==> config.mk <==
export PLATFORM = sky130hd
export DESIGN_NAME = lal_seq_flat
export DESIGN_NICKNAME = d
export VERILOG_FILES = /design/src/rtl/lal_pkg.sv /design/src/rtl/lal_seq_if.sv /design/src/rtl/lal_key_cmp.sv /design/src/rtl/lal_seq.sv /design/src/flat_wrapper.sv
export SDC_FILE = /design/constraint.sdc
export NUM_CORES = 1
export LEC_CHECK = 0
export BUFFER_PORTS_ARGS = -buffer_cell sky130_fd_sc_hd__buf_2
export CAP_MARGIN = 20
export CORE_MARGIN = 1.5
export CORE_UTILIZATION = 44
export DETAILED_ROUTE_END_ITERATION = 6
export PLACE_DENSITY = 0.73
export SLEW_MARGIN = 20
export SYNTH_ARGS = -nofsm -noshare
export SYNTH_HDL_FRONTEND = slang
export SYNTH_SLANG_ARGS = --single-unit
==> constraint.sdc <==
create_clock -name clk_pad -period 2.15 [get_ports clk_pad]
set_input_delay 0 -clock clk_pad [delete_from_list [all_inputs] [get_ports clk_pad]]
set_output_delay 0 -clock clk_pad [all_outputs]
set_load 0.05 [all_outputs]
==> src/rtl/lal_pkg.sv <==
// -----------------------------------------------------------------------------
// lal_pkg
// Shared definitions for the lal sequential control stage.
//   lal_state_e : run sequencer states (IDLE, COUNT, WAIT_ACK)
//   LAL_CNT_W   : default step counter width
//   LAL_KEY_W   : default key/reference width
//   LAL_TERM    : default terminal count
// -----------------------------------------------------------------------------
package lal_pkg;

   typedef enum logic [1:0] {
      IDLE     = 2'd0,
      COUNT    = 2'd1,
      WAIT_ACK = 2'd2
   } lal_state_e;

   localparam int                   LAL_CNT_W = 9;
   localparam int                   LAL_KEY_W = 4;
   localparam logic [LAL_CNT_W-1:0] LAL_TERM  = 9'h1FF;

endpackage

==> src/rtl/lal_seq_if.sv <==
// -----------------------------------------------------------------------------
// lal_seq_if
// Control/status bundle between the lal sequencer and its surroundings.
//   key_pad, ref_pad, load_pad   : live key, reference value and its load strobe
//   start_pad, hold_pad, clr_pad : run control
//   cnt_pad, match_pad, busy_pad : registered status
//   done_valid_pad/done_ready_pad: run-complete handshake
// Modports: master drives the controls and consumes status; slave is the
// sequencer itself.
// -----------------------------------------------------------------------------
interface lal_seq_if
   import lal_pkg::*;
#(
   parameter int CNT_W = LAL_CNT_W,
   parameter int KEY_W = LAL_KEY_W
);

   logic [KEY_W-1:0] key_pad;
   logic [KEY_W-1:0] ref_pad;
   logic             load_pad;
   logic             start_pad;
   logic             hold_pad;
   logic             clr_pad;
   logic [CNT_W-1:0] cnt_pad;
   logic             match_pad;
   logic             busy_pad;
   logic             done_valid_pad;
   logic             done_ready_pad;

   modport master (
      output key_pad, ref_pad, load_pad, start_pad, hold_pad, clr_pad,
             done_ready_pad,
      input  cnt_pad, match_pad, busy_pad, done_valid_pad
   );

   modport slave (
      input  key_pad, ref_pad, load_pad, start_pad, hold_pad, clr_pad,
             done_ready_pad,
      output cnt_pad, match_pad, busy_pad, done_valid_pad
   );

endinterface

==> src/rtl/lal_key_cmp.sv <==
// -----------------------------------------------------------------------------
// lal_key_cmp
// Reference register plus registered equality compare.
//   clk_pad : clock, rising edge
//   rst_pad : asynchronous active-high reset
//   key     : live key
//   ref_val : value loaded into the reference register when load is high
//   load    : reference load strobe (effective at all times)
//   match   : registered (key == reference), one cycle latency
// -----------------------------------------------------------------------------
module lal_key_cmp
   import lal_pkg::*;
#(
   parameter int KEY_W = LAL_KEY_W
) (
   input  logic             clk_pad,
   input  logic             rst_pad,
   input  logic [KEY_W-1:0] key,
   input  logic [KEY_W-1:0] ref_val,
   input  logic             load,
   output logic             match
);

   logic [KEY_W-1:0] ref_reg;

   // NOTE: non-blocking assignments make the compare read ref_reg as it was
   // before this edge, so a load and a compare in the same cycle see the old
   // reference.
   always_ff @(posedge clk_pad or posedge rst_pad) begin
      if (rst_pad) begin
         ref_reg <= '0;
         match   <= 1'b0;
      end else begin
         match <= (key == ref_reg);
         if (load) begin
            ref_reg <= ref_val;
         end
      end
   end

endmodule

==> src/rtl/lal_seq.sv <==
// -----------------------------------------------------------------------------
// lal_seq
// Sequential control stage: step counter, run FSM and completion handshake
// around the lal next-state logic. One done event is produced per accepted
// start; reset aborts a run without producing one.
//   clk_pad : clock, rising edge
//   rst_pad : asynchronous active-high reset
//   bus     : lal_seq_if slave (controls in, counter/match/busy/done out)
// Parameters: CNT_W counter width, KEY_W key width, TERM terminal count.
// -----------------------------------------------------------------------------
module lal_seq
   import lal_pkg::*;
#(
   parameter int               CNT_W = LAL_CNT_W,
   parameter int               KEY_W = LAL_KEY_W,
   parameter logic [CNT_W-1:0] TERM  = CNT_W'(LAL_TERM)
) (
   input  logic        clk_pad,
   input  logic        rst_pad,
   lal_seq_if.slave    bus
);

   lal_state_e       state;
   logic [CNT_W-1:0] cnt;
   logic             busy;
   logic             done_valid;

   lal_key_cmp #(
      .KEY_W (KEY_W)
   ) u_key_cmp (
      .clk_pad (clk_pad),
      .rst_pad (rst_pad),
      .key     (bus.key_pad),
      .ref_val (bus.ref_pad),
      .load    (bus.load_pad),
      .match   (bus.match_pad)
   );

   // busy and done_valid are registered alongside the state so every output
   // comes straight from a flop and is forced low the moment reset asserts.
   always_ff @(posedge clk_pad or posedge rst_pad) begin
      if (rst_pad) begin
         state      <= IDLE;
         cnt        <= '0;
         busy       <= 1'b0;
         done_valid <= 1'b0;
      end else begin
         case (state)
            IDLE: begin
               if (bus.start_pad) begin
                  cnt   <= '0;
                  busy  <= 1'b1;
                  state <= COUNT;
               end
            end

            // Priority clr > hold > terminal > increment. The counter stops at
            // TERM, so it never wraps.
            COUNT: begin
               if (bus.clr_pad) begin
                  cnt <= '0;
               end else if (!bus.hold_pad) begin
                  if (cnt == TERM) begin
                     done_valid <= 1'b1;
                     state      <= WAIT_ACK;
                  end else begin
                     cnt <= cnt + CNT_W'(1);
                  end
               end
            end

            // start/clr/hold are ignored here; cnt keeps TERM.
            WAIT_ACK: begin
               if (bus.done_ready_pad) begin
                  done_valid <= 1'b0;
                  busy       <= 1'b0;
                  state      <= IDLE;
               end
            end

            default: begin
               done_valid <= 1'b0;
               busy       <= 1'b0;
               state      <= IDLE;
            end
         endcase
      end
   end

   assign bus.cnt_pad        = cnt;
   assign bus.busy_pad       = busy;
   assign bus.done_valid_pad = done_valid;

endmodule
==> src/flat_wrapper.sv <==
// flat-port wrapper written by rule: the top's interface ports become plain ports
module lal_seq_flat import lal_pkg::*;
#(
   parameter int               CNT_W = LAL_CNT_W,
   parameter int               KEY_W = LAL_KEY_W,
   parameter logic [CNT_W-1:0] TERM  = CNT_W'(LAL_TERM)
)
  (clk_pad, rst_pad, bus_key_pad, bus_ref_pad, bus_load_pad, bus_start_pad, bus_hold_pad, bus_clr_pad, bus_done_ready_pad, bus_cnt_pad, bus_match_pad, bus_busy_pad, bus_done_valid_pad);
  lal_seq_if #(.CNT_W(CNT_W), .KEY_W(KEY_W)) bus_i ();
  input  logic clk_pad;
  input  logic rst_pad;
  input wire logic [$bits(bus_i.key_pad)-1:0] bus_key_pad;
  input wire logic [$bits(bus_i.ref_pad)-1:0] bus_ref_pad;
  input wire logic [$bits(bus_i.load_pad)-1:0] bus_load_pad;
  input wire logic [$bits(bus_i.start_pad)-1:0] bus_start_pad;
  input wire logic [$bits(bus_i.hold_pad)-1:0] bus_hold_pad;
  input wire logic [$bits(bus_i.clr_pad)-1:0] bus_clr_pad;
  input wire logic [$bits(bus_i.done_ready_pad)-1:0] bus_done_ready_pad;
  output wire logic [$bits(bus_i.cnt_pad)-1:0] bus_cnt_pad;
  output wire logic [$bits(bus_i.match_pad)-1:0] bus_match_pad;
  output wire logic [$bits(bus_i.busy_pad)-1:0] bus_busy_pad;
  output wire logic [$bits(bus_i.done_valid_pad)-1:0] bus_done_valid_pad;
  assign bus_i.key_pad = bus_key_pad;
  assign bus_i.ref_pad = bus_ref_pad;
  assign bus_i.load_pad = bus_load_pad;
  assign bus_i.start_pad = bus_start_pad;
  assign bus_i.hold_pad = bus_hold_pad;
  assign bus_i.clr_pad = bus_clr_pad;
  assign bus_i.done_ready_pad = bus_done_ready_pad;
  assign bus_cnt_pad = bus_i.cnt_pad;
  assign bus_match_pad = bus_i.match_pad;
  assign bus_busy_pad = bus_i.busy_pad;
  assign bus_done_valid_pad = bus_i.done_valid_pad;
  lal_seq #(.CNT_W(CNT_W), .KEY_W(KEY_W), .TERM(TERM)) u_core (.clk_pad(clk_pad), .rst_pad(rst_pad), .bus(bus_i));
endmodule
# Word-level counts from Yosys, hierarchy flattened
# Index checks and enable logic that the tools add are counted.
dict set report word_totals {
  ff_bits 18
  inputBits 15
  out_inout_bits 12
  word_cells 44
}
dict set report op_classes {
  addsub 1
  n_eq_ne 11
  muxes 18
  bitwise_logic 2
  reduce_logical 6
}
# op n
set op_table {}
lappend op_table {{$mux W9} 4}
lappend op_table {{$pmux W9 S2} 1}
lappend op_table {{$mux W2} 5}
lappend op_table {{$reduce_and A5 Y1} 2}
lappend op_table {{$add A9 B1 Y9 const B} 1}
lappend op_table {{$eq A9 B9 Y1 const B} 1}
lappend op_table {{$ne A2 B2 Y1 const B} 4}
lappend op_table {{$ne A3 B3 Y1 const B} 2}
lappend op_table {{$pmux W1 S3} 2}
lappend op_table {{$pmux W2 S3} 1}
lappend op_table {{$mux W1} 5}
lappend op_table {{$eq A4 B4 Y1} 1}
lappend op_table {{$reduce_and A4 Y1} 1}
lappend op_table {{$reduce_and A3 Y1} 1}
lappend op_table {{$eq A2 B1 Y1 const B} 1}
lappend op_table {{$eq A2 B2 Y1 const B} 1}
lappend op_table {{$logic_not A2 Y1} 1}
lappend op_table {{$ne A2 B1 Y1 const B} 1}
lappend op_table {{$not A1 Y1} 2}
lappend op_table {{$reduce_bool A2 Y1} 1}

# Longest topological paths before layout
# Gate-level depths: netlist of run 1.
dict set report logic_depth {
  word_depth 5
  depth_mapped 9
  ltp_nobuf 8
}

# By module
# From an unflattened synthesis of run 1, not the netlist that was laid out.
dict set report hier_totals {
  cells_unflattened 86
  hier_area_um2 897.1
}
# module instances cells_each area_each_um2
set by_module_without_submodules {}
lappend by_module_without_submodules {lal_seq 1 71 675.6}
lappend by_module_without_submodules {lal_key_cmp 1 15 221.5}

# Least setup slack after synthesis of run 1
# OpenSTA, ideal clock, no wires.
dict set report synth_path {
  path_type {reg2reg}
  from {register u_core.cnt[0] (netlist: u_core.bus.cnt_pad[0])}
  to {register u_core.cnt[7] (netlist: u_core.bus.cnt_pad[7])}
  arrival_ns 2.474
  required_ns 2.073
  slack_ns -0.401
  stages_incl_launch_ff 10
  path_buffers 1
  synth_period_minus_slack_ns 2.551
  cell_sequence {dfrtp_1 ha_1 nand3_1 nor3_1 ha_1 or2_4 a21o_1 buf_6 or4_1 a21oi_1}
}
dict set report synth_between {
  elab_chain_len 5
}
# item line_no
set synth_rtl {}
lappend synth_rtl {{start, declared} lal_seq.sv:24} ;# logic [CNT_W-1:0] cnt;
lappend synth_rtl {{start signal, assigned} lal_seq.sv:67} ;# cnt <= cnt + CNT_W'(1);
lappend synth_rtl {{$add A9 B1 Y9} lal_seq.sv:67}
lappend synth_rtl {{$mux W9} lal_seq.sv:63} ;# if (cnt == TERM) begin
lappend synth_rtl {{$mux W9} lal_seq.sv:62} ;# end else if (!bus.hold_pad) begin
lappend synth_rtl {{$mux W9} lal_seq.sv:60} ;# if (bus.clr_pad) begin
lappend synth_rtl {{$pmux W9 S2} lal_seq.sv:48} ;# case (state)
# Parallel ways exist; a longest one is shown, timed or not. The select of a mux whose other input is x is not followed.
# A chain may end at the register's enable or synchronous reset.

# Worst setup path in the final report of run 1
dict set report layout_path {
  from {register u_core.cnt[1] (netlist: u_core.bus.cnt_pad[1])}
  to {register u_core.cnt[7] (netlist: u_core.bus.cnt_pad[7])}
}
# The elaborated chain is that of the path after synthesis.

==> run summary, run 1 <==
Worst-Margin Slew - 0.6520 ns
Avg Vias per Cell - 4.916
Worst setup EP type - flip-flop
Worst Path Required - 2.37 ns
Fillers - 169
Share of the yosys chip area belonging to registers - 49.25%
# DRC - 0
Vias in the first global route - 783
Global-route wire length before repair - 3.277 mm
Post-CTS setup buffers - 0
Netlist cell types - 28
Clock skew - 0.001590 ns
H-tree depth - 1
Max clock buf depth - 2
Initial Utilization - 46.62%
Port bufs - 26
GRT Total Usage - 17.82%
Pre-CTS setup slack - 0.09212 ns
Synthesized net count - 109
Adder-cell share of the synthesized area - 2.736%
Critical Path AT - 2.28 ns
Slew Limit Fails - 0
DIE WIDTH - 48.59 um
Synth Area in Compound Gates - 13.95%
Floorplan row count - 16
R2R Setup Slk - 0.1 ns
Status - completed
# diodes - 0
Via Count - 762
Max_cap viols - 0
CTS tree - done
Pre-Repair DR Iteration Count - 4
Yosys reg bits - 18
Total core area - 0.001962 sq mm
Initial antenna violation count - 0
Setup WS post-layout - 0.09819 ns
Largest family of logic cells by synthesized area - simple AND/OR/NAND/NOR gates
DP HPWL - 1.386 mm
Gr ovfl total - 0
Area contributors post-synth - dfrtp_1, mux2_2, nand2_1
RR Startpoint - u_core.bus.cnt_pad[1]$_DFFE_PP0P_
Hold depth - 2
Synth Area in Simple Gates - 17.51%
Detailed Route WL - 1.872 mm
Hold_sp - bus_load_pad
Max VDD drop - 352.1 uV
Cell count of the worst reg-to-reg path - 8
Fin Hold WS - 0.02504 ns
Achievable clock frequency - 0.4874 GHz
Root buffer cell - clkbuf_4
Nets@finish - 146
Post-DR wirelength/cell - 12.08 um
Die Area - 0.002361 sq mm
Placer Congestion - 0.8483
Proportion of layout cells with a drive suffix above 1 - 35.16%
Relative slew slack - 56.49%
Max FFs per register - 9
Area share of the largest cell type after synthesis - 49.25%
Sink Count - 18
Worst R2R End - u_core.bus.cnt_pad[7]$_DFFE_PP0P_
Detail Route Antenna Nets - 0
Clk Latency, worst-skew pair - 0.29 ns
Endpoint, Worst Hold - u_core.u_key_cmp.ref_reg[1]$_DFFE_PP0P_
1st-iter DRT viols - 13
Final Instance Count excl. Fillers - 155
XOR/XNOR Fraction of Synth Area - 6.703%
I/O Pins - 27
CP Class - flip-flop to flip-flop
Final Hold Fails - 0
Leakage - 0.5562 nW
Die Ht - 48.59 um
Min cycle time layout - 2.052 ns
RSZ-0062 raised after global routing - no
Placed insts - 145
Crit-path max FO - 10
CP Launch Type - flip-flop
Syn Inst Count - 92
Mapped Avg Cell Area - 9.942 sq um
Fin crit share - 95.43%
Setup TNS - 0 ns
Area Growth Syn to Fin - 33.11%
Total CTS buffers - 3
Synth Cell Area - 914.6 sq um
Post-synthesis mux area share - 6.019%
Reg clk slew, reported paths - 0.10 ns
Final setup fails - 0
Largest net degree at the start of global routing - 19
Yosys warning count - 0
Pwr/cell area - 584.7 mW/mm^2
Post-synth top area cell - dfrtp_1
Worst hold path type - primary input to flip-flop
Yosys cell counts:
master,count
a2111oi_0,1
a211oi_1,2
a21o_1,1
a21oi_1,4
buf_2,1
buf_6,1
dfrtp_1,18
ha_1,2
inv_1,5
mux2_2,4
mux2i_1,1
nand2_1,12
nand2b_1,2
nand3_1,4
nand4_1,1
nor2_1,8
nor2b_1,1
nor3_1,2
nor3b_1,1
nor4_1,1
o211ai_1,1
o21ai_0,7
o21bai_4,1
o31ai_1,2
or2_4,1
or4_1,1
xnor2_1,3
xor2_1,4
metal layers:
layer  GRT usage [%]  routed length (um)  vias to the layer above
met1           22.58                 852                      345
met4           5.714                   0                        0
met3           4.012                 123                        0
met2           30.32                 896                       24
li1                -                   -                      393
met5               0                   0                        -
cell families after synthesis:
kind of cell               Yosys count
and+or+nand+nor                     34
AOI/OAI and AO/OA                   19
DFF                                 18
xor gates and xnor gates             7
buffers and inverters                7
muxes                                5
adders and majority gates            2
through the flow:
stage / power [mW] / util, % / instance area, sq um
6_report: 0.7118 / 62.05 / 1217
5_1_grt: 0.7540 / 62.05 / 1217
4_1_cts: 0.7175 / 61.61 / 1209
3_5_place_dp: 0.5045 / 56.70 / 1112
3_3_place_gp: 0.5002 / 56.70 / 1112
2_1_floorplan: 0.4674 / - / 949.7
power by group:
group          total (mW)  switching, mW  internal [mW]  leakage (nW)
Sequential          0.377         0.0194          0.357         0.230
Clock               0.205          0.102          0.103        0.0210
Combinational       0.130         0.0791         0.0507         0.305
Total               0.712          0.201          0.511         0.556
timing repair:
action	4_1_cts	5_1_grt
resized for setup	0	3
setup endpoints to repair	0	2
hold buffers	6	0
endpoints found under the hold margin	24	0
cell type report:
class | count | area [sq um] | area share (%)
well taps | 27 | 33.78 | 2.775
flip-flops and latches | 18 | 452.9 | 37.20
repair buffers | 34 | 205.2 | 16.86
multi-input cells | 67 | 470.5 | 38.64
inverters | 5 | 18.77 | 1.542
clock buffers | 4 | 36.28 | 2.980
critical path: stages (launching register included):
cell	delay [ns]
dfrtp_2	0.46
ha_4	0.18
nand3_4	0.09
nor3_2	0.04
ha_2	0.19
or2_4	0.25
a21o_4	0.24
or4_1	0.40
a21oi_1	0.13
placed cells by master, fill, tap and decap left out, types with 4 or more instances in the layout:
cell type	instances
xor2_1	4
buf_2	26
o21ai_0	7
mux2_2	4
nor2_1	8
dfrtp_1	16
inv_1	5
nand2_1	12
dlygate4sd3_1	6
a21oi_1	4
worst max-delay path by stage:
stage / slack [ns] / endpoint / from
floorplan: -0.0009 / u_core.bus.cnt_pad[7]$_DFFE_PP0P_ / u_core.bus.cnt_pad[1]$_DFFE_PP0P_
global placement: 0.14 / u_core.bus.cnt_pad[6]$_DFFE_PP0P_ / u_core.bus.cnt_pad[0]$_DFFE_PP0P_
detailed placement: 0.09 / u_core.bus.cnt_pad[7]$_DFFE_PP0P_ / u_core.bus.cnt_pad[1]$_DFFE_PP0P_
CTS: 0.07 / u_core.bus.cnt_pad[7]$_DFFE_PP0P_ / u_core.bus.cnt_pad[1]$_DFFE_PP0P_
global route: 0.01 / u_core.bus.cnt_pad[7]$_DFFE_PP0P_ / u_core.bus.cnt_pad[1]$_DFFE_PP0P_
finish: 0.1 / u_core.bus.cnt_pad[7]$_DFFE_PP0P_ / u_core.bus.cnt_pad[1]$_DFFE_PP0P_
No activity file was read; power rests on OpenSTA's default activity.
==> run 2, diff against run 1 <==
Settings changed: CORE_UTILIZATION 44 to 49, PLACE_DENSITY 0.73 to 0.77, REMOVE_ABC_BUFFERS from default to 1.
Clock period 2.15 ns to 2.1 ns, I/O delays scaled along.
==> run summary, run 2 (synthesis gave the netlist of run 1 again) <==
Status - completed (unchanged)
Worst-Margin Slew - 0.6692 ns (was 0.6520 ns)
I/O Pins - 27 (unchanged)
# diodes - 0 (unchanged)
Met3 Use GR - 5.882% (was 4.012%)
Global-route wire length before repair - 3.532 mm (was 3.277 mm)
Initial Utilization - 52.40% (was 46.62%)
Worst setup EP type - flip-flop (unchanged)
RSZ-0062 raised after global routing - no (unchanged)
Global route hottest layer - met2 (unchanged)
Critical Path AT - 2.29 ns (was 2.28 ns)
Avg Vias per Cell - 5.325 (was 4.916)
Die Area - 0.002135 sq mm (was 0.002361 sq mm)
Met1 GRT Util - 28.29% (was 22.58%)
Proportion of layout cells with a drive suffix above 1 - 36.30% (was 35.16%)
Vias in the first global route - 807 (was 783)
Reg clk slew, reported paths - 0.11 ns (was 0.10 ns)
Placed instance area - 0.001112 sq mm (unchanged)
Pre-Repair DR Iteration Count - 4 (unchanged)
CTS tree - done (unchanged)
Max VDD drop - 436.3 uV (was 352.1 uV)
Combinational power share - 20.6% (was 18.2%)
Fin util - 71.76% (was 62.05%)
Area Growth Syn to Fin - 36.94% (was 33.11%)
Clock skew - 0.007776 ns (was 0.001590 ns)
Final Instance Count excl. Fillers - 160 (was 155)
Worst hold path type - primary input to flip-flop (unchanged)
Detail Route Antenna Nets - 0 (unchanged)
Total CTS buffers - 3 (unchanged)
Max_cap viols - 0 (unchanged)
Floorplan row count - 15 (was 16)
Pre-CTS setup slack - -0.06729 ns (was 0.09212 ns)
Root buffer cell - clkbuf_4 (unchanged)
Gr ovfl total - 0 (unchanged)
Clock Power Share - 29.0% (was 28.8%)
1st-iter DRT viols - 9 (was 13)
Final setup fails - 0 (unchanged)
Most common cell after layout, fill and taps aside - buf_2 (unchanged)
Pwr/cell area - 595.6 mW/mm^2 (was 584.7 mW/mm^2)
Max FFs per register - 9 (unchanged)
Leakage - 0.5968 nW (was 0.5562 nW)
Final Instance Area - 0.001252 sq mm (was 0.001217 sq mm)
CP Class - flip-flop to flip-flop (unchanged)
Final Power - 746.0 uW (was 711.8 uW)
Largest net degree at the start of global routing - 19 (unchanged)
H-tree depth - 1 (unchanged)
Achievable clock frequency - 0.4857 GHz (was 0.4874 GHz)
Slew Limit Fails - 0 (unchanged)
Min cycle time layout - 2.059 ns (was 2.052 ns)
Sequential share of power - 50.4% (was 52.9%)
Fin Hold WS - 0.02011 ns (was 0.02504 ns)
DIE WIDTH - 46.21 um (was 48.59 um)
Port bufs - 26 (unchanged)
P_sw - 214.4 uW (was 200.7 uW)
Clk Latency, worst-skew pair - 0.30 ns (was 0.29 ns)
Die Ht - 46.21 um (was 48.59 um)
Max clock buf depth - 2 (unchanged)
Final Hold Fails - 0 (unchanged)
Switching share of power - 28.74% (was 28.20%)
Initial antenna violation count - 0 (unchanged)
Fin crit share - 98.04% (was 95.43%)
GRT Total Usage - 24.02% (was 17.82%)
# DRC - 0 (unchanged)
Total core area - 0.001745 sq mm (was 0.001962 sq mm)
Detailed Route WL - 2.265 mm (was 1.872 mm)
Via Count - 852 (was 762)
Post-DR wirelength/cell - 14.16 um (was 12.08 um)
Setup WS post-layout - 0.04114 ns (was 0.09819 ns)
Nets@finish - 153 (was 146)
Most frequent cells in the layout - buf_2, dfrtp_1, nand2_1, nor2_1, dlygate4sd3_1 (was buf_2, dfrtp_1, nand2_1, nor2_1, o21ai_0)
Pint - 531.6 uW (was 511.1 uW)
Crit-path max FO - 4 (was 10)
Met2 Use GR - 39.17% (was 30.32%)
CP Launch Type - flip-flop (unchanged)
Relative slew slack - 55.34% (was 56.49%)
Setup TNS - 0 ns (unchanged)
Placed insts - 148 (was 145)
Fillers - 135 (was 169)
DP HPWL - 1.535 mm (was 1.386 mm)
Placer Congestion - 0.8629 (was 0.8483)
Worst Path Required - 2.34 ns (was 2.37 ns)
Sink Count - 18 (unchanged)
-- run 2: changes by cell type in the layout (fill, tap and decap cells not counted), moves of 2 or more --
cell / change
dlygate4sd3_1: +2
dfrtp_1: +2
dfrtp_2: -2
buf_4: +5
-- run 2: metal layers --
| metal | share of wire [%] | vias up |
|---|---|---|
| li1 | - | 405 |
| met1 | 41 | 404 |
| met2 | 51 | 33 |
| met3 | 3.9 | 10 |
| met4 | 3.6 | 0 |
| met5 | 0 | - |
-- run 2: power groups by stage --
| stage | Clock (mW) | Sequential, mW | Combinational (mW) |
|---|---|---|---|
| global placement | 0 | 0.381 | 0.134 |
| finish | 0.216 | 0.376 | 0.154 |
| CTS | 0.222 | 0.376 | 0.148 |
| detailed placement | 0 | 0.383 | 0.137 |
| floorplan | 0 | 0.423 | 0.0450 |
| global route | 0.238 | 0.378 | 0.167 |
-- run 2: worst max-delay path, cell delays in order, from the launching register on --
cell     delay, ns
dfrtp_1       0.39
ha_2          0.19
nand3_2       0.07
nor3_1        0.07
ha_2          0.20
or2_4         0.25
a21o_1        0.18
or4_4         0.49
a21oi_2       0.15
-- run 2: path summary, 6_finish.rpt --
check / from / to / slack (ns) / cells past startpoint
min in group asynchronous: rst_pad / u_core.state[0]$_DFFE_PP0P_ / 0.35 / 3
max in group asynchronous: rst_pad / u_core.u_key_cmp.ref_reg[0]$_DFFE_PP0P_ / 1.32 / 3
max: u_core.bus.cnt_pad[1]$_DFFE_PP0P_ / u_core.bus.cnt_pad[7]$_DFFE_PP0P_ / 0.04 / 8
max reg2reg: u_core.bus.cnt_pad[1]$_DFFE_PP0P_ / u_core.bus.cnt_pad[7]$_DFFE_PP0P_ / 0.04 / 8
min: bus_key_pad[0] / u_core.u_key_cmp.match$_DFF_PP0_ / 0.02 / 3
min reg2reg: u_core.bus.done_valid_pad$_DFFE_PP0P_ / u_core.bus.done_valid_pad$_DFFE_PP0P_ / 0.54 / 2
-- run 2: layout make-up --
type / count / area [sq um] / area share, %
flip-flops and latches: 18 / 450.4 / 35.96
inverters: 5 / 18.77 / 1.499
well taps: 25 / 31.28 / 2.498
clock buffers: 4 / 36.28 / 2.897
multi-input cells: 67 / 452.9 / 36.16
repair buffers: 41 / 262.8 / 20.98
-- run 2: what timing repair did --
item	4_1_cts	5_1_grt
endpoints found under the setup margin	3	3
gates resized for setup	5	2
hold buffers	6	2
pin swaps	2	7
hold endpoints to repair	25	2
setup buffers	0	0
==> run 3, diff against run 2 <==
Settings changed: BUFFER_PORTS_ARGS -buffer_cell sky130_fd_sc_hd__buf_2 to -buffer_cell sky130_fd_sc_hd__buf_4.
==> run summary, run 3 (synthesis gave the netlist of run 1 again) <==
Final Instance Count excl. Fillers - 163 (was 160)
I/O Pins - 27 (unchanged)
Pre-CTS setup slack - -0.03351 ns (was -0.06729 ns)
DP HPWL - 1.556 mm (was 1.535 mm)
Most common cell after layout, fill and taps aside - buf_4 (was buf_2)
Reg clk slew, reported paths - 0.10 ns (was 0.11 ns)
Hold depth - 3 (unchanged)
Min cycle time layout - 2.052 ns (was 2.059 ns)
Worst setup EP type - flip-flop (unchanged)
Die Ht - 46.21 um (unchanged)
Detailed Route WL - 2.129 mm (was 2.265 mm)
Worst-Margin Slew - 0.6762 ns (was 0.6692 ns)
Placed insts - 148 (unchanged)
Fin Hold WS - 0.01685 ns (was 0.02011 ns)
Avg Vias per Cell - 5.356 (was 5.325)
CP Class - flip-flop to flip-flop (unchanged)
Pwr/cell area - 569.1 mW/mm^2 (was 595.6 mW/mm^2)
Initial antenna violation count - 0 (unchanged)
Max VDD drop - 366.2 uV (was 436.3 uV)
Clk Latency, worst-skew pair - 0.30 ns (about the same)
Port bufs - 26 (unchanged)
Relative slew slack - 54.87% (was 55.34%)
Die Area - 0.002135 sq mm (unchanged)
Slew Limit Fails - 0 (unchanged)
Endpoint, Worst Hold - u_core.u_key_cmp.match$_DFF_PP0_ (unchanged)
Max_cap viols - 0 (unchanged)
Cell count of the worst reg-to-reg path - 8 (unchanged)
Clock skew - 0.005981 ns (was 0.007776 ns)
Critical Path AT - 2.29 ns (about the same)
RR Startpoint - u_core.bus.cnt_pad[1]$_DFFE_PP0P_ (unchanged)
Max clock buf depth - 2 (unchanged)
Nets@finish - 156 (was 153)
DIE WIDTH - 46.21 um (unchanged)
Root buffer cell - clkbuf_4 (unchanged)
1st-iter DRT viols - 23 (was 9)
Max FFs per register - 9 (unchanged)
R2R Setup Slk - 0.05 ns (was 0.04 ns)
Sink Count - 18 (unchanged)
Initial Utilization - 52.40% (unchanged)
Via Count - 873 (was 852)
Vias in the first global route - 849 (was 807)
CP Launch Type - flip-flop (unchanged)
Post-DR wirelength/cell - 13.06 um (was 14.16 um)
Area Growth Syn to Fin - 46.92% (was 36.94%)
Worst hold path type - primary input to flip-flop (unchanged)
Total core area - 0.001745 sq mm (unchanged)
CTS tree - done (unchanged)
Final Hold Fails - 0 (unchanged)
Total CTS buffers - 3 (unchanged)
Placer Congestion - 0.8153 (was 0.8629)
Global-route wire length before repair - 3.477 mm (was 3.532 mm)
Hold_sp - bus_key_pad[2] (was bus_key_pad[0])
Proportion of layout cells with a drive suffix above 1 - 36.23% (was 36.30%)
# DRC - 0 (unchanged)
Achievable clock frequency - 0.4873 GHz (was 0.4857 GHz)
Setup WS post-layout - 0.04800 ns (was 0.04114 ns)
Gr ovfl total - 0 (unchanged)
Most frequent cells in the layout - buf_4, dfrtp_1, nand2_1, dlygate4sd3_1, nor2_1 (was buf_2, dfrtp_1, nand2_1, nor2_1, dlygate4sd3_1)
Floorplan row count - 15 (unchanged)
Crit-path max FO - 4 (unchanged)
Largest net degree at the start of global routing - 19 (unchanged)
H-tree depth - 1 (unchanged)
Status - completed (unchanged)
Worst R2R End - u_core.bus.cnt_pad[7]$_DFFE_PP0P_ (unchanged)
# diodes - 0 (unchanged)
Worst Path Required - 2.34 ns (about the same)
GRT Total Usage - 23.46% (was 24.02%)
Pre-Repair DR Iteration Count - 4 (unchanged)
Detail Route Antenna Nets - 0 (unchanged)
Leakage - 0.6219 nW (was 0.5968 nW)
Fin crit share - 97.71% (was 98.04%)
Final setup fails - 0 (unchanged)
-- run 3: worst max path at each step --
stage                                      startpoint                                 to
global route        u_core.bus.cnt_pad[1]$_DFFE_PP0P_  u_core.bus.cnt_pad[7]$_DFFE_PP0P_
floorplan           u_core.bus.cnt_pad[0]$_DFFE_PP0P_  u_core.bus.cnt_pad[7]$_DFFE_PP0P_
CTS                 u_core.bus.cnt_pad[0]$_DFFE_PP0P_  u_core.bus.cnt_pad[7]$_DFFE_PP0P_
detailed placement  u_core.bus.cnt_pad[0]$_DFFE_PP0P_  u_core.bus.cnt_pad[7]$_DFFE_PP0P_
finish              u_core.bus.cnt_pad[1]$_DFFE_PP0P_  u_core.bus.cnt_pad[7]$_DFFE_PP0P_
global placement    u_core.bus.cnt_pad[0]$_DFFE_PP0P_  u_core.bus.cnt_pad[7]$_DFFE_PP0P_
-- run 3: final cells by class --
type                       instances  area (sq um)
multi-input combinational         67         451.7
sequential                        18         450.4
fill                             117         401.6
timing repair buffer              44         355.3
clock buffer                       4         36.28
tap                               25         31.28
inverter                           5         18.77
-- run 3: what timing repair did --
action                                  in CTS  in global routing
endpoints found under the hold margin       24                  0
resized for setup                            2                  4
setup buffers                                0                  1
hold buffers                                10                  0
pin swaps                                    1                  3
endpoints found under the setup margin       2                  3
-- run 3: report_power, final --
part	total, mW	internal, mW	switching [mW]
Sequential	0.376	0.365	0.0118
Clock	0.214	0.106	0.108
Combinational	0.175	0.0829	0.0918
-- run 3: through the flow --
stage               TNS (ns)  util (%)  instance area (sq um)  power (mW)
global placement           0     67.46                   1177      0.5307
detailed placement  -0.03424     67.46                   1177      0.5336
global route        -0.02178     76.99                   1344      0.8020
finish                     0     76.99                   1344      0.7648
floorplan            -0.9598         -                  898.4      0.4684
CTS                        0     75.70                   1321      0.7683
-- run 3: per-layer routing --
layer | GRT usage, % | routed length, um | up-vias
met5 | 0 | 0 | -
met4 | 8.571 | 42 | 0
met3 | 5.098 | 147 | 9
met2 | 41.94 | 1068 | 44
met1 | 27.03 | 871 | 407
li1 | - | - | 413
-- run 3: critical path, stage by stage (launching register included) --
cell	delay, ns
dfrtp_1	0.40
ha_2	0.20
nand3_2	0.09
nor3_1	0.06
ha_2	0.17
or2_4	0.26
a21o_1	0.17
or4_4	0.51
a21oi_2	0.14
